===== config.mk =====
export PLATFORM = sky130hd
export DESIGN_NAME = psum_column_drain
export DESIGN_NICKNAME = d
export VERILOG_FILES = /design/src/rtl/psum_column_drain.sv
export SDC_FILE = /design/constraint.sdc
export NUM_CORES = 1
export LEC_CHECK = 0
export CORE_MARGIN = 2
export CORE_UTILIZATION = 58
export CTS_CLUSTER_DIAMETER = 120
export CTS_CLUSTER_SIZE = 10
export DETAILED_ROUTE_END_ITERATION = 8
export PLACE_DENSITY_LB_ADDON = 0.25
export SYNTH_ARGS = -nofsm -noshare
export SYNTH_HDL_FRONTEND = slang
export SYNTH_SLANG_ARGS = --single-unit

===== constraint.sdc =====
create_clock -name CLK -period 13.1 [get_ports CLK]
set_clock_uncertainty 0.2 [all_clocks]
set_input_delay 1.965 -clock CLK [delete_from_list [all_inputs] [get_ports CLK]]
set_output_delay 1.965 -clock CLK [all_outputs]
set_load 0.02 [all_outputs]

===== src/rtl/psum_column_drain.sv =====
// psum_column_drain: drains one systolic-array column. Waits out the array
// fill latency, captures VecCount partial sums in order (optional ReLU) and
// buffers them in a first-word fall-through FIFO behind a valid/ready stream.
module psum_column_drain #(
  parameter int ACCUMULATOR_DATA_WIDTH = 32,
  parameter int LATENCY                = 8,
  parameter int COUNT_WIDTH            = 16,
  parameter int FIFO_DEPTH             = 8
) (
  input  logic                              CLK,
  input  logic                              ASYNC_RST,
  input  logic                              SYNC_RST,
  input  logic                              EN,
  input  logic                              START,
  input  logic [COUNT_WIDTH-1:0]            VecCount,
  input  logic                              ReluEn,
  input  logic [ACCUMULATOR_DATA_WIDTH-1:0] PsumIn,
  output logic [ACCUMULATOR_DATA_WIDTH-1:0] DataOut,
  output logic                              Valid,
  input  logic                              Ready,
  output logic                              Busy,
  output logic                              Done,
  output logic                              Overflow
);
  localparam int W  = ACCUMULATOR_DATA_WIDTH;
  localparam int CW = COUNT_WIDTH;
  localparam int AW = $clog2(FIFO_DEPTH);
  localparam logic [CW-1:0] LAT_M1 = CW'(LATENCY - 1);

  typedef enum logic [1:0] {S_IDLE, S_WAIT, S_CAPTURE, S_DONE} state_t;

  state_t          state;
  logic [CW-1:0]   wait_cnt, cap_cnt, vec_q;
  logic            relu_q;
  logic [W-1:0]    mem [FIFO_DEPTH];
  logic [AW:0]     wr_ptr, rd_ptr;
  logic            empty, full, push, pop, push_ok;
  logic [W-1:0]    psum_cap;

  assign empty    = (wr_ptr == rd_ptr);
  assign full     = (wr_ptr[AW] != rd_ptr[AW]) && (wr_ptr[AW-1:0] == rd_ptr[AW-1:0]);
  assign push     = (state == S_CAPTURE) && EN && !SYNC_RST;
  assign pop      = Valid && Ready;
  // A full FIFO still accepts a push when the head leaves on the same edge.
  assign push_ok  = push && (!full || pop);
  assign psum_cap = (relu_q && PsumIn[W-1]) ? '0 : PsumIn;

  assign Valid    = !empty;
  assign DataOut  = Valid ? mem[rd_ptr[AW-1:0]] : '0;
  assign Busy     = (state == S_WAIT) || (state == S_CAPTURE);
  assign Done     = (state == S_DONE);

  // Control FSM: fill-latency countdown, capture counting, one-cycle done.
  always_ff @(posedge CLK or posedge ASYNC_RST) begin
    if (ASYNC_RST) begin
      state    <= S_IDLE;
      wait_cnt <= '0;
      cap_cnt  <= '0;
      vec_q    <= '0;
      relu_q   <= 1'b0;
    end else if (SYNC_RST) begin
      state    <= S_IDLE;
      wait_cnt <= '0;
      cap_cnt  <= '0;
      vec_q    <= '0;
      relu_q   <= 1'b0;
    end else begin
      case (state)
        S_IDLE: if (START && EN) begin
          vec_q    <= VecCount;
          relu_q   <= ReluEn;
          wait_cnt <= LAT_M1;
          cap_cnt  <= '0;
          // With LATENCY=1 the START edge is already edge LATENCY-1.
          if (VecCount == '0)  state <= S_DONE;
          else if (LATENCY == 1) state <= S_CAPTURE;
          else                 state <= S_WAIT;
        end
        S_WAIT: if (EN) begin
          wait_cnt <= wait_cnt - 1'b1;
          if (wait_cnt == CW'(1)) state <= S_CAPTURE;
        end
        S_CAPTURE: if (EN) begin
          // Count advances even when the push is dropped on overflow.
          cap_cnt <= cap_cnt + 1'b1;
          if (cap_cnt == vec_q - 1'b1) state <= S_DONE;
        end
        default: state <= S_IDLE;
      endcase
    end
  end

  // FIFO pointers and sticky overflow flag.
  always_ff @(posedge CLK or posedge ASYNC_RST) begin
    if (ASYNC_RST) begin
      wr_ptr   <= '0;
      rd_ptr   <= '0;
      Overflow <= 1'b0;
    end else if (SYNC_RST) begin
      wr_ptr   <= '0;
      rd_ptr   <= '0;
      Overflow <= 1'b0;
    end else begin
      if (push_ok) wr_ptr <= wr_ptr + 1'b1;
      if (pop)     rd_ptr <= rd_ptr + 1'b1;
      if (push && full && !pop) Overflow <= 1'b1;
    end
  end

  // FIFO storage; contents are masked by Valid so it needs no reset.
  always_ff @(posedge CLK) begin
    if (push_ok) mem[wr_ptr[AW-1:0]] <= psum_cap;
  end

endmodule

==> metrics.csv, run 1 <==
metric,value,unit
Placer Congestion,0.8290,
P_leak,0.005281,µW
CP endpoint kind,primary output,
Die Y,157.4,µm
initial antenna violation count,0,
Die W,157.4,µm
Initial Util,0.5865,
fraction of layout cells with a size suffix above 1,0.1524,
H-tree depth,2,
"Top FF cell, synth",edfxtp_1,
cells after synthesis,872,
worst setup margin,7.333,ns
Fin Hold WS,0.3378,ns
CP max-delay cell,buf_4,
Setup Buffers After CTS,0,
worst path required time,10.93,ns
gr busiest metal,met2,
Top delay family on crit path,buffers and inverters,
crit share post-route,0.4402,
CTS Sinks,316,
Rows,56,
post-cts sizing count,0,
PwrDens,152.9,nW/µm²
Worst-Skew Late Latency,0.53,ns
M1 GR Usage,0.3061,
Via-to-Cell Ratio,5.855,
HPWL after DPL,15330,µm
DRT antenna net count,0,
Max clock buf depth,3,
first-pass GRT wire length,42410,µm
Detailed Routing Iterations Pass 1,4,
max-slew violation count,0,
number of hold-slack violations in the final timing report,0,
Worst-Margin Slew,1.317,ns
Routed WL,26980,µm
Synthesis Warnings,0,
Max-Cap Viols,0,
Worst setup SP type,flop,
Hold Buf Count CTS,0,
total power,2441,µW
Final #Nets,1031,
RSZ-0062 raised after global routing,false,
syn avg cell area,15.65,µm²
CTS root buf,clkbuf_16,
Yosys cell types,57,
Peak VDD IR,0.1466,mV
Synth Register Bits,316,
fmax,173.4,MHz
Core Box Area,23260,µm²
syn_nets,937,
# DRC,0,
outcome,finished clean,
Async SR Flop Fraction,0.1899,
DR vias,7594,
vias in the first global route,7804,
number of enable flip-flop cells after synthesis,256,
die area,24770,µm²
met3 usage,0.03717,
pre-CTS setup slack,7.478,ns
Synth area leader,edfxtp_1,
"Arr. time, crit path",3.60,ns
max incr delay on CP,0.79,ns
final setup vio count,0,
grt total ovfl,0,
Setup TNS,0,ns
Post-Synthesis Cell Area,13640,µm²
worst-path cell chain,buf_4 -> mux4_2 -> mux2i_1 -> nor2_1 -> clkdlybuf4s50_1,
hold crit path type,flop to flop,
Detailed Route Iter0 Violations,532,
critical path class,flop to primary output,
Synth area leaders,"edfxtp_1 (56%), dfrtp_1 (11%), mux4_2 (11%)",
met2 GRT Util,0.3853,
post-synthesis sequential area ratio,0.6735,
Ports,91,
largest net degree at the start of global routing,69,
ANT cells,0,
area grow syn2layout,16.99,%
CTS tree,built,
Yosys top cell area share,0.5634,
routed len/inst,20.80,µm
maximum fanout along the worst path,47,
clock-pin slew on the worst setup and hold paths,0.06,ns
Worst slew margin,0.1150,
gr usage total,0.2275,
Num CTS Buffers,37,
IO Port Bufs,90,
"Buf+Inv Stages, Crit Path",2,
min cycle time layout,5.767,ns
path summary, 6_finish.rpt:
| check | slack, ns | from | end | depth (start not counted) |
|---|---|---|---|---|
| worst max register to register | 9.05 | rd_ptr[1] | mem[0][6] | 7 |
| worst min-delay path | 0.34 | wait_cnt[15] | wait_cnt[15] | 2 |
| max in group asynchronous | 10.34 | ASYNC_RST | rd_ptr[0] | 3 |
| min in group asynchronous | 1.78 | ASYNC_RST | state[0] | 3 |
| worst max-delay path | 7.33 | rd_ptr[0] | DataOut[4] | 5 |
| worst min register to register | 0.34 | wait_cnt[15] | wait_cnt[15] | 2 |
cells by family after synthesis:
logic type               after synthesis  synth area share
flip-flops                           316            0.6735
AND/OR/NAND/NOR                      257           0.09482
multiplexers                         105            0.1363
buffers and inverters                 68           0.02027
AO/OA/AOI/OAI                         63           0.03200
XOR/XNOR                              53           0.03402
adder cells (fa/ha/maj)               10          0.009170
metal layers:
layer / part of all wire / vias up
met5: 0 / -
met4: 0.021 / 0
met3: 0.056 / 43
met2: 0.51 / 237
met1: 0.41 / 3846
li1: - / 3468
cell usage after synthesis (10+ instances only):
| master | number |
|---|---|
| nor2_1 | 87 |
| inv_1 | 17 |
| xnor2_1 | 31 |
| xor2_1 | 22 |
| mux4_2 | 64 |
| clkbuf_1 | 30 |
| mux2i_1 | 38 |
| nand2_1 | 61 |
| edfxtp_1 | 256 |
| ha_1 | 10 |
| nor3_1 | 12 |
| buf_1 | 14 |
| and2_1 | 33 |
| a21oi_1 | 30 |
| dfrtp_1 | 60 |
worst register-to-register path, delay by kind of cell (launching register included):
family          cells  cell delay (ns)
compound gates      1             0.38
buf+inv             2             1.16
simple gates        3             1.42
xor+xnor            1             0.22
flops               1             0.33
power by group:
part	internal [µW]	total [µW]	leakage (µW)	switching [µW]
Combinational	173	378	0.00165	205
Clock	546	914	0.000511	368
Sequential	1120	1150	0.00312	30.9
Total	1840	2440	0.00528	604
layout make-up:
cell class,instances,area (µm²)
multi-input combinational,488,4229
clock inverter,3,66.31
clock buffer,48,988.4
sequential,316,9195
timing repair buffer,106,1021
tap,319,399.1
fill,1564,7300
inverter,17,63.81
placed cells by master (no fill, tap or decap), types with 12 or more instances in the layout:
cell / Yosys / routed
nand2_1: 61 / 61
xnor2_1: 31 / 31
dfrtp_1: 60 / 57
mux2i_1: 38 / 38
nor2_1: 87 / 85
edfxtp_1: 256 / 256
inv_1: 17 / 16
xor2_1: 22 / 22
nor3_1: 12 / 12
and2_1: 33 / 33
clkdlybuf4s50_1: 0 / 90
buf_4: 0 / 16
clkbuf_16: 0 / 38
a21oi_1: 30 / 30
mux4_2: 64 / 64
per-stage QoR:
stage | area (µm²) | utilization | std cells
2_1_floorplan | 13640 | - | 872
3_3_place_gp | 14910 | 0.6409 | 1246
3_5_place_dp | 14910 | 0.6409 | 1246
4_1_cts | 15960 | 0.6862 | 1297
5_1_grt | 15960 | 0.6862 | 1297
6_report | 15960 | 0.6862 | 1297
registers in the layout, summed over array words and instances (netlist names):
signal and flops:
state 2, rd_ptr 4, mem 256, wr_ptr 4, relu_q 1, cap_cnt 16
wait_cnt 16, Overflow 1, vec_q 16
No activity file was read; power rests on OpenSTA's default activity.
==> inputs of run 2 (changes only) <==
Clock period 13.1 ns to 5.86 ns, I/O delays scaled along.
==> run 2 against run 1 <==
Setup slack lost 6.1 ns. Core utilization increased by 0.065 points. Sequential power up 120%. Global-route usage rose by 0.36 points. Sequential share of layout area decreased by 0.054 points. Non-clock buffer count grew 2.
==> metrics.csv, run 2 (synthesized netlist as in run 1, its figures left out) <==
metric,value,unit
Setup TNS,0,ns
CP max-delay cell,buf_4,
H-tree depth,2,
Filler cells,1593,
non-filler instance count after layout,1299,
outcome,finished clean,
ANT cells,0,
"Arr. time, crit path",3.57,ns
"commonest non-fill, non-tap cell in the layout",edfxtp_1,
post-cts sizing count,0,
final setup vio count,0,
Max clock buf depth,3,
CTS tree,built,
area grow syn2layout,17.10,%
Post-Place Cells,1248,
RSZ-0062 raised after global routing,false,
Peak VDD IR,0.2624,mV
Max-Cap Viols,0,
Final #Nets,1033,
Detailed Route Iter0 Violations,549,
Worst-Skew Late Latency,0.51,ns
critical path class,flop to primary output,
grt total ovfl,0,
fmax,215.2,MHz
IO Port Bufs,90,
vias in the first global route,7760,
maximum fanout along the worst path,45,
hold crit path type,flop to flop,
Setup Buffers After CTS,0,
fraction of layout cells with a size suffix above 1,0.1541,
post-layout util,0.6869,
Core Box Area,23260,µm²
worst path required time,4.78,ns
P_leak,0.005292,µW
DR vias,7562,
CP endpoint kind,primary output,
number of hold-slack violations in the final timing report,0,
total power,5468,µW
max incr delay on CP,0.78,ns
# DRC,0,
CTS Sinks,316,
Hold Buf Count CTS,0,
R2R Setup Slk,2.31,ns
Num CTS Buffers,37,
max reg flops,256,
largest net degree at the start of global routing,68,
PwrDens,342.2,nW/µm²
HPWL after DPL,15900,µm
gr usage total,0.2311,
CTS root buf,clkbuf_16,
Rows,56,
initial antenna violation count,0,
crit share post-route,0.7928,
Worst setup SP type,flop,
clock-pin slew on the worst setup and hold paths,0.06,ns
fin area,15980,µm²
max-slew violation count,0,
worst-path cell chain,buf_4 -> mux4_2 -> mux2i_1 -> nor2_1 -> clkdlybuf4s50_1,
Die W,157.4,µm
Worst slew margin,0.3711,
DRT antenna net count,0,
Ports,91,
Initial Util,0.5865,
Via-to-Cell Ratio,5.821,
DP Area,14920,µm²
Die Y,157.4,µm
most frequent cells in the layout,"edfxtp_1 (256), clkdlybuf4s50_1 (90), nor2_1 (85)",
Detailed Routing Iterations Pass 1,5,
Worst-Margin Slew,0.9434,ns
min cycle time layout,4.646,ns
die area,24770,µm²
Placer Congestion,0.8062,
Routed WL,27510,µm
routed len/inst,21.18,µm
first-pass GRT wire length,43020,µm
-- run 2: cell types whose count changed in the layout (fill, tap and decap cells not counted), sizes merged --
cell and delta:
buf +2
-- run 2: metrics by stage --
stage | hold WS [ns] | setup slack [ns]
after detailed placement | 0.3213 | 1.689
after global routing | 0.3620 | 0.9686
after CTS | 0.3393 | 1.147
final | 0.3375 | 1.214
after floorplan | 0.2962 | 0.09537
after global placement | 0.3164 | 1.721
-- run 2: path summary, 6_finish.rpt --
kind / startpoint / to / cells after the start
setup / recovery: rd_ptr[0] / DataOut[2] / 5
hold / removal: wait_cnt[15] / wait_cnt[15] / 2
setup reg to reg: vec_q[0] / state[0] / 9
hold reg to reg: wait_cnt[15] / wait_cnt[15] / 2
max in group asynchronous: ASYNC_RST / rd_ptr[0] / 3
min in group asynchronous: ASYNC_RST / state[0] / 2
-- run 2: cell type report --
| type | instances | area [µm²] | area share |
|---|---|---|---|
| clock inverter | 3 | 66.31 | 0.004150 |
| multi-input combinational | 488 | 4229 | 0.2647 |
| tap | 319 | 399.1 | 0.02498 |
| inverter | 17 | 63.81 | 0.003994 |
| clock buffer | 48 | 988.4 | 0.06186 |
| sequential | 316 | 9195 | 0.5755 |
| timing repair buffer | 108 | 1036 | 0.06484 |
-- run 2: critical path: cells and delay by family, from the launching register on --
family	cells	cell delay, ns
multiplexers	2	0.85
buffers and inverters	2	1.33
AND/OR/NAND/NOR	1	0.08
flip-flops	1	0.73
-- run 2: power breakdown --
| part | total, µW | leakage [µW] | internal (µW) | switching [µW] |
|---|---|---|---|---|
| clock network | 2050 | 0.000511 | 1220 | 827 |
| logic | 851 | 0.00166 | 386 | 464 |
| registers | 2570 | 0.00312 | 2500 | 71.0 |
-- run 2: per-layer routing --
metal  track usage  wire length [µm]
met2        0.3949             13890
met4       0.06797               574
met3       0.04157              1548
met1        0.3067             11490
met5             0                 0
==> inputs of run 3 (changes only) <==
Clock period 5.86 ns to 4.44 ns, I/O delays scaled along.
==> run 3 against run 2 <==
Cell count is 0.31% higher. Power is 33% higher. Global-route usage is 0.10 points lower. Flip-flop and latch count stayed put. Clock-buffer cell count stayed put. Core utilization is 0.53 points higher. Critical path depth stayed put. Die area stayed put. Setup slack worse by 0.69 ns. Register-to-register slack worse by 1.4 ns. Critical path type unchanged. Critical endpoint is now DataOut[7]. Largest cell class unchanged.
==> metrics.csv, run 3 (synthesized netlist as in run 1, its figures left out) <==
metric,value,unit
DRT antenna net count,0,
CTS tree,built,
max-slew violation count,0,
R2R Setup Slk,0.89,ns
Routed WL,27510,µm
largest net degree at the start of global routing,68,
Worst setup SP type,flop,
HPWL after DPL,16570,µm
ANT cells,0,
Clock power frac,0.375,
CTS root buf,clkbuf_16,
Placer Congestion,0.8136,
fraction of layout cells with a size suffix above 1,0.1585,
worst path required time,3.57,ns
gr usage total,0.2301,
pre-CTS setup slack,0.9286,ns
die area,24770,µm²
footprint of the multi-input gates,4277,µm²
CTS Sinks,316,
max incr delay on CP,0.58,ns
Worst-Skew Late Latency,0.53,ns
Top delay family on crit path,buffers and inverters,
min cycle time layout,3.917,ns
H-tree depth,2,
max reg flops,256,
most frequent cells in the layout,"edfxtp_1 (256), clkdlybuf4s50_1 (89), nor2_1 (85)",
Initial Util,0.5865,
Filler cells,1542,
DR vias,7596,
Final #Nets,1037,
FF+latch area,9195,µm²
fmax,255.3,MHz
critical path class,flop to primary output,
first-pass GRT wire length,42840,µm
hold crit path type,input port to flop,
Detailed Routing Iterations Pass 1,7,
grt total ovfl,0,
"Arr. time, crit path",3.05,ns
worst-path cell chain,buf_12 -> mux4_2 -> mux2i_1 -> nor2_1 -> clkdlybuf4s50_1,
outcome,finished clean,
P_leak,0.005325,µW
number of hold-slack violations in the final timing report,0,
area grow syn2layout,18.00,%
initial antenna violation count,0,
Psw,1819,µW
Die Y,157.4,µm
CP max-delay cell,dfrtp_4,
final setup vio count,0,
Ports,91,
clock-pin slew on the worst setup and hold paths,0.06,ns
Die W,157.4,µm
vias in the first global route,7896,
Num CTS Buffers,37,
Setup TNS,0,ns
maximum fanout along the worst path,57,
Max-Cap Viols,0,
post-cts sizing count,0,
IO Port Bufs,90,
CP endpoint kind,primary output,
"commonest non-fill, non-tap cell in the layout",edfxtp_1,
Max clock buf depth,3,
Peak VDD IR,0.3213,mV
Via-to-Cell Ratio,5.830,
sequential power share,0.467,
Net Sw Frac,0.2511,
Worst-Margin Slew,0.9591,ns
internal power,5427,µW
Setup Buffers After CTS,0,
worst setup margin,0.5230,ns
Core Box Area,23260,µm²
Worst slew margin,0.3606,
Comb pwr share,0.158,
Detailed Route Iter0 Violations,555,
# DRC,0,
routed len/inst,21.11,µm
PwrDens,450.1,nW/µm²
RSZ-0062 raised after global routing,false,
Rows,56,
Hold Buf Count CTS,0,
crit share post-route,0.8822,
"Buf+Inv Stages, Crit Path",2,
==> run 3: cell types whose count changed in the layout (fill, tap and decap cells not counted), moves of 2 or more <==
cell     previous run  this run
buf_12              0         4
nor3b_2             2         0
nor3b_4             1         3
nor4_2              2         0
nor4_4              1         3
nor4b_2             2         0
nor4b_4             0         2
==> run 3: final timing paths <==
| check | depth (start not counted) | from | to |
|---|---|---|---|
| max | 5 | rd_ptr[0] | DataOut[7] |
| min reg2reg | 2 | wait_cnt[14] | wait_cnt[14] |
| min in group asynchronous | 2 | ASYNC_RST | wait_cnt[5] |
| max reg2reg | 9 | vec_q[0] | state[0] |
| max in group asynchronous | 3 | ASYNC_RST | cap_cnt[12] |
| min | 4 | SYNC_RST | cap_cnt[1] |
==> run 3: tightest hold or removal path, cell delays in order <==
cell     delay (ns)
buf_2          0.09
nor2b_1        0.07
nand2_1        0.06
o21ai_0        0.06
==> run 3: layer usage <==
layer  track usage  vias to the layer above  part of all wire
li1              -                     3481                 -
met1        0.3118                     3825              0.42
met2        0.3864                      241              0.50
met3       0.04295                       49             0.060
met4       0.06494                        0             0.021
met5             0                        -                 0
==> run 3: layout make-up <==
type / instances / share of cell area
Sequential cell: 316 / 0.5711
Clock inverter: 3 / 0.004119
Inverter: 17 / 0.003963
Tap cell: 319 / 0.02479
Timing Repair Buffer: 112 / 0.06901
Clock buffer: 48 / 0.06139
Multi-Input combinational cell: 488 / 0.2656
==> run 3: power groups by stage <==
stage	Clock [µW]	Combinational (µW)	Sequential (µW)
after floorplan	0	852	3400
after global placement	0	1130	3440
after detailed placement	0	1150	3440
after CTS	2760	1160	3380
after global routing	2880	1250	3400
final	2720	1140	3390
==> run 3: per-stage QoR <==
step	util	total power (µW)	instance area (µm²)	hold slack [ns]	cells
6_report	0.6921	7247	16100	0.2718	1303
5_1_grt	0.6921	7529	16100	0.3067	1303
4_1_cts	0.6921	7302	16100	0.2622	1303
3_5_place_dp	0.6468	4591	15050	0.3271	1252
3_3_place_gp	0.6468	4573	15050	0.3141	1252
2_1_floorplan	-	4255	13680	0.2962	872
